### config.mk
export PLATFORM = sky130hd
export DESIGN_NAME = map_rotator
export DESIGN_NICKNAME = d
export VERILOG_FILES = /design/src/rtl/map_rotator_pkg.sv /design/src/rtl/map_rotator_mux_nx1.sv /design/src/rtl/map_rotator.sv
export SDC_FILE = /design/constraint.sdc
export NUM_CORES = 1
export LEC_CHECK = 0
export ABC_AREA = 1
export CAP_MARGIN = 5
export CORE_ASPECT_RATIO = 1.1
export CORE_MARGIN = 5
export CORE_UTILIZATION = 40
export DETAILED_ROUTE_END_ITERATION = 8
export GPL_ROUTABILITY_DRIVEN = 0
export MAX_ROUTING_LAYER = met4
export PLACE_DENSITY = 0.64
export SYNTH_ARGS = -nofsm -noshare
export SYNTH_HDL_FRONTEND = slang
export SYNTH_SLANG_ARGS = --single-unit
### constraint.sdc
create_clock -name clk -period 3.5 [get_ports clk]
set_clock_uncertainty 0.05 [all_clocks]
set_input_delay 0.35 -clock clk [delete_from_list [all_inputs] [get_ports clk]]
set_output_delay 0.35 -clock clk [all_outputs]
set_load 0.01 [all_outputs]
### src/rtl/map_rotator_pkg.sv
// map_rotator_pkg: shared definitions for the display-map rotator.
//   ST_SHOW / ST_BLANK : FSM state encodings (ST_BLANK used only with MAP_ROT_BLANK_EN)
//   idx_width()        : index/counter width helper, max(1, clog2(n))
package map_rotator_pkg;

   localparam logic [0:0] ST_SHOW  = 1'b0;
   localparam logic [0:0] ST_BLANK = 1'b1;

   // Width able to hold 0..n-1, never narrower than one bit.
   function automatic int unsigned idx_width(input int unsigned n);
      int unsigned w;
      w = 1;
      if (n > 2) begin
         w = $clog2(n);
      end
      return w;
   endfunction

endpackage

### src/rtl/map_rotator_mux_nx1.sv
// map_rotator_mux_nx1: combinational NUM_MAPS:1 selector of WIDTH-bit maps.
// Ports:
//   maps_i : flattened input maps, map k at [k*WIDTH +: WIDTH]
//   sel_i  : select index; out-of-range selects give all zeros
//   map_o  : selected map
module map_rotator_mux_nx1 #(
   parameter int unsigned NUM_MAPS = 4,
   parameter int unsigned WIDTH    = 7,
   parameter int unsigned SEL_W    = 2
) (
   input  logic [NUM_MAPS*WIDTH-1:0] maps_i,
   input  logic [SEL_W-1:0]          sel_i,
   output logic [WIDTH-1:0]          map_o
);

   always_comb begin
      map_o = '0;
      for (int k = 0; k < int'(NUM_MAPS); k++) begin
         if (sel_i == SEL_W'(k)) begin
            map_o = maps_i[k*WIDTH +: WIDTH];
         end
      end
   end

endmodule

### src/rtl/map_rotator.sv
// map_rotator: N-way display-map selector with manual and auto-rotate modes.
// Holds a registered index and drives the selected WIDTH-bit map (1-cycle latency).
// Optional build macro: MAP_ROT_BLANK_EN inserts a BLANK_CYCLES blank gap between
// maps on each auto advance.
// Ports:
//   clk, rst_n : clock (rising edge), asynchronous active-low reset
//   maps_in    : NUM_MAPS flattened maps, map k at [k*WIDTH +: WIDTH]
//   auto_en    : 1 = auto-rotate every DWELL_CYCLES clocks, 0 = manual
//   man_sel    : manual index, latched by man_load (ignored if >= NUM_MAPS)
//   man_load   : single-cycle load strobe
//   pause      : freezes auto timers, index and state
//   out_map    : registered selected map (BLANK_VALUE in reset/blank)
//   cur_idx    : registered current index
//   wrap       : one-cycle pulse on auto advance from NUM_MAPS-1 to 0
module map_rotator
   import map_rotator_pkg::*;
#(
   parameter int unsigned      NUM_MAPS     = 4,
   parameter int unsigned      WIDTH        = 7,
   parameter int unsigned      DWELL_CYCLES = 50000000,
   parameter logic [WIDTH-1:0] BLANK_VALUE  = {WIDTH{1'b1}},
   parameter int unsigned      BLANK_CYCLES = 2,
   localparam int unsigned     SEL_W        = idx_width(NUM_MAPS)
) (
   input  logic                      clk,
   input  logic                      rst_n,
   input  logic [NUM_MAPS*WIDTH-1:0] maps_in,
   input  logic                      auto_en,
   input  logic [SEL_W-1:0]          man_sel,
   input  logic                      man_load,
   input  logic                      pause,
   output logic [WIDTH-1:0]          out_map,
   output logic [SEL_W-1:0]          cur_idx,
   output logic                      wrap
);

   localparam int unsigned      CNT_W      = idx_width(DWELL_CYCLES);
   localparam logic [SEL_W-1:0] LAST_IDX   = SEL_W'(NUM_MAPS - 1);
   localparam logic [CNT_W-1:0] DWELL_LAST = CNT_W'(DWELL_CYCLES - 1);

   if (NUM_MAPS < 2) begin : g_bad_num_maps
      $error("map_rotator: NUM_MAPS must be >= 2");
   end
   if (DWELL_CYCLES < 1) begin : g_bad_dwell
      $error("map_rotator: DWELL_CYCLES must be >= 1");
   end
   if (BLANK_CYCLES < 1) begin : g_bad_blank
      $error("map_rotator: BLANK_CYCLES must be >= 1");
   end

   logic [SEL_W-1:0] idx_q, idx_d, idx_next;
   logic [CNT_W-1:0] cnt_q, cnt_d;
   logic             wrap_q, wrap_d;
   logic [WIDTH-1:0] out_q, out_d, mux_map;
   logic             load_ok, dwell_done;

`ifdef MAP_ROT_BLANK_EN
   localparam int unsigned      BLK_W      = idx_width(BLANK_CYCLES);
   localparam logic [BLK_W-1:0] BLANK_LAST = BLK_W'(BLANK_CYCLES - 1);

   logic [0:0]       state_q, state_d;
   logic [BLK_W-1:0] bcnt_q, bcnt_d;
   logic             blank_done;

   assign blank_done = (bcnt_q == BLANK_LAST);
`endif

   // Out-of-range manual indices are dropped, not clamped.
   assign load_ok    = man_load && (32'(man_sel) < NUM_MAPS);
   assign dwell_done = (cnt_q == DWELL_LAST);
   assign idx_next   = (idx_q == LAST_IDX) ? '0 : idx_q + SEL_W'(1);

   map_rotator_mux_nx1 #(
      .NUM_MAPS (NUM_MAPS),
      .WIDTH    (WIDTH),
      .SEL_W    (SEL_W)
   ) u_mux (
      .maps_i (maps_in),
      .sel_i  (idx_q),
      .map_o  (mux_map)
   );

   // Priority: man_load > manual mode > pause > timer expiry.
   always_comb begin
      idx_d  = idx_q;
      cnt_d  = cnt_q;
      wrap_d = 1'b0;
      out_d  = mux_map;
`ifdef MAP_ROT_BLANK_EN
      state_d = state_q;
      bcnt_d  = bcnt_q;
      if (state_q == ST_BLANK) begin
         out_d = BLANK_VALUE;
      end
`endif
      if (load_ok) begin
         idx_d = man_sel;
         cnt_d = '0;
`ifdef MAP_ROT_BLANK_EN
         state_d = ST_SHOW;
         bcnt_d  = '0;
`endif
      end else if (!auto_en) begin
         cnt_d = '0;
`ifdef MAP_ROT_BLANK_EN
         state_d = ST_SHOW;
         bcnt_d  = '0;
`endif
      end else if (!pause) begin
`ifdef MAP_ROT_BLANK_EN
         if (state_q == ST_BLANK) begin
            // Index advances (and wrap pulses) at the end of the gap.
            if (blank_done) begin
               idx_d   = idx_next;
               wrap_d  = (idx_q == LAST_IDX);
               state_d = ST_SHOW;
               bcnt_d  = '0;
            end else begin
               bcnt_d = bcnt_q + BLK_W'(1);
            end
         end else if (dwell_done) begin
            cnt_d   = '0;
            state_d = ST_BLANK;
            bcnt_d  = '0;
         end else begin
            cnt_d = cnt_q + CNT_W'(1);
         end
`else
         if (dwell_done) begin
            cnt_d  = '0;
            idx_d  = idx_next;
            wrap_d = (idx_q == LAST_IDX);
         end else begin
            cnt_d = cnt_q + CNT_W'(1);
         end
`endif
      end
   end

   always_ff @(posedge clk or negedge rst_n) begin
      if (!rst_n) begin
         idx_q  <= '0;
         cnt_q  <= '0;
         wrap_q <= 1'b0;
         out_q  <= BLANK_VALUE;
`ifdef MAP_ROT_BLANK_EN
         state_q <= ST_SHOW;
         bcnt_q  <= '0;
`endif
      end else begin
         idx_q  <= idx_d;
         cnt_q  <= cnt_d;
         wrap_q <= wrap_d;
         out_q  <= out_d;
`ifdef MAP_ROT_BLANK_EN
         state_q <= state_d;
         bcnt_q  <= bcnt_d;
`endif
      end
   end

   assign out_map = out_q;
   assign cur_idx = idx_q;
   assign wrap    = wrap_q;

endmodule

==> summary.txt <==
status: completed
Starting Density: 0.409
Synth top area share: 0.308
number of DRC markers in iteration 0: 84
Post-synth EDFFs: 0
Die ar.: 0.00753 mm^2
Worst R2R Path Depth: 6
share of power burned in registers: 0.431
WS Path Type: reg -> reg
hold crit path type: in -> async
Final Routed Wirelength: 5740 um
DRC violations left: 0
R2R Path End: out_map[4]$_DFF_PN1_
GRT Util Overall: 0.167
initial antenna violation count: 0
post-synthesis net count: 361
Longest Clk Path Bufs: 2
setup violators final: 0
# port buffers: 44
DR WL met3: 333 um
Hold Fails Final Rpt: 0
Hold Buf Count CTS: 0
num ports: 45
Post-CTS Setup Bufs: 0
r2r setup slk: 1.66 ns
vias in the first global route: 2073
Worst R2R Start: cur_idx[1]$_DFFE_PN0P_
Pleak: 1.24 nW
uppermost layer routed: met4
worst setup margin: 1.66 ns
Worst-path clk slew: 0.08 ns
Yosys top cell by area: dfrtp_1
#FFs+latches synth: 36
CP max stage delay: 0.46 ns
post-DR vias/cell: 4.87
type of origin of the critical path: flip-flop
Crit-path slowest cell: nor2_1
RSZ-0062 raised after global routing: no
Skew-Pair Late Insertion Delay: 0.29 ns
Clock Power Share: 0.371
Worst Setup End Kind: flip-flop
Core Footprint: 0.00577 mm^2
actual slew at the worst max-slew pin: 0.833 ns
# rows: 29
Final Cycle Share: 0.526
sequential-to-total area share from yosys stat: 0.386
number of diodes: 0
Switch Pwr: 0.265 mW
Synth Flop Type: dfrtp_1
DR WL/cell: 12.9 um
Sw Ratio: 0.243
via count: 2167
Die Y: 90.5 um
CTS tree: built
Met2 Wirelength: 2660 um
antenna-violating nets left: 0
pre-CTS setup slack: 1.61 ns
Post-synth top cells: 104 x nand2_1, 40 x nor2_1, 32 x inv_1
pwr dens: 365 mW/mm^2
Syn Area/Cell: 7.35 um^2
max frequency: 544 MHz
worst path buffer plus inverter count: 1
CP Max Fanout: 8
pin count of the biggest net entering global routing: 37
Clock Sinks: 36
synth top area cells: dfrtp_1 31%, nand2_1 17%, dfstp_2 7.8%, nor2_1 6.4%, inv_1 5.1%
cell with the most instances after synthesis: nand2_1
global-route wire length before repair: 9960 um
H-Tree Depth: 2
Final min period: 1.84 ns
Metal-1 WL: 2690 um
fin nets: 407
fraction of registers with async set/reset: 1.00
worst path cell trace: inv_1 -> ha_1 -> nor2_1 -> nand2_1 -> a21o_1 -> a21oi_1
total CTS buffers: 5
Syn Std Cell Area: 0.00236 mm^2
die outline width: 83.2 um
Crit path required time: 3.66 ns
yosys warns: 0
total gr overflow: 0
VDD IR-drop max: 0.179 mV
CTS resizes: 0
root buffer cell: clkbuf_8
worst hold slack: 0.106 ns
final HPWL from detailed placement: 4270 um
Power Internal: 0.823 mW
MaxCap Viol Count: 0
CP Data Arrival Time: 2.00 ns
Slew headroom: 0.445
critical path's top delay family: simple AND/OR/NAND/NOR gates
setup_tns: 0 ns
Netlist cell types: 28
Mapped Cells: 321
share of cells above drive strength 1: 0.111
first drt pass iteration count: 4
Max Slew Vio Count: 0
Comb pwr share: 0.198
area growth from synthesis to layout: 26.4%
==> worst max-delay path by stage <==
| stage | start | slack, ns | cells past startpoint | endpoint |
|---|---|---|---|---|
| after floorplan | cur_idx[1]$_DFFE_PN0P_ | 1.94 | 7 | out_map[0]$_DFF_PN1_ |
| after CTS | cur_idx[1]$_DFFE_PN0P_ | 1.59 | 6 | out_map[4]$_DFF_PN1_ |
| after global routing | cur_idx[1]$_DFFE_PN0P_ | 1.45 | 6 | out_map[5]$_DFF_PN1_ |
| after detailed placement | man_load | 1.61 | 6 | cnt_q[12]$_DFFE_PN0P_ |
| final | cur_idx[1]$_DFFE_PN0P_ | 1.66 | 6 | out_map[4]$_DFF_PN1_ |
| after global placement | man_load | 1.63 | 6 | cnt_q[16]$_DFFE_PN0P_ |
==> state kept, by name, indices dropped and copies added, names as in the netlist <==
register	flops
cur_idx	2
cnt_q	26
wrap	1
out_map	7
==> layout by cell type (no fill, tap or decap), types with 2 or more instances in the layout <==
cell             netlist  routed
a21o_1                 7       7
a21oi_1               14      14
clkbuf_8               0       7
clkdlybuf4s50_1        0      43
dfrtp_1               29      29
dfstp_2                7       7
ha_1                   5       5
inv_1                 32      32
nand2_1              104     104
nand2_2                5       5
nand3_1               21      21
nand4_1                4       4
nor2_1                40      40
nor2_4                 5       5
nor3_1                 2       2
o21ai_0                9       9
o21ai_2                3       3
o21bai_1               4       4
o22ai_2                7       7
xor2_1                11      11
==> stage by stage <==
| step | area [um^2] | util | std cells | power [mW] |
|---|---|---|---|---|
| 6_report | 2980 | 0.517 | 445 | 1.09 |
| 3_3_place_gp | 2850 | 0.495 | 437 | 0.693 |
| 2_1_floorplan | 2360 | - | 321 | 0.575 |
| 4_1_cts | 2980 | 0.517 | 445 | 1.11 |
| 3_5_place_dp | 2850 | 0.495 | 437 | 0.696 |
| 5_1_grt | 2980 | 0.517 | 445 | 1.15 |
==> power by group through the flow <==
| stage | sequential (mW) | clock, mW | combinational [mW] |
|---|---|---|---|
| 2_1_floorplan | 0.492 | 0 | 0.0833 |
| 3_3_place_gp | 0.476 | 0 | 0.217 |
| 3_5_place_dp | 0.477 | 0 | 0.219 |
| 4_1_cts | 0.469 | 0.418 | 0.219 |
| 5_1_grt | 0.472 | 0.437 | 0.237 |
| 6_report | 0.468 | 0.404 | 0.215 |
==> cells by family after synthesis <==
logic type,share of synthesized area
flip-flops,0.386
adder cells (fa/ha/maj),0.0265
buffers and inverters,0.0679
AND/OR/NAND/NOR,0.340
AO/OA/AOI/OAI,0.139
XOR/XNOR,0.0408
==> layout make-up <==
type | count | area, um^2
fillers | 562 | 2790
multi-input cells | 247 | 1290
flip-flops and latches | 36 | 910
repair buffers | 44 | 435
inverters | 33 | 124
clock buffers | 7 | 96.3
well taps | 77 | 96.3
clock inverters | 1 | 30.0
==> layer usage <==
layer | global-route usage | up-vias
met5 | - | -
met4 | 0.0477 | 0
met3 | 0.0484 | 8
met2 | 0.272 | 56
met1 | 0.201 | 985
li1 | - | 1118
Note: power is estimated with default switching activity, not from simulation.
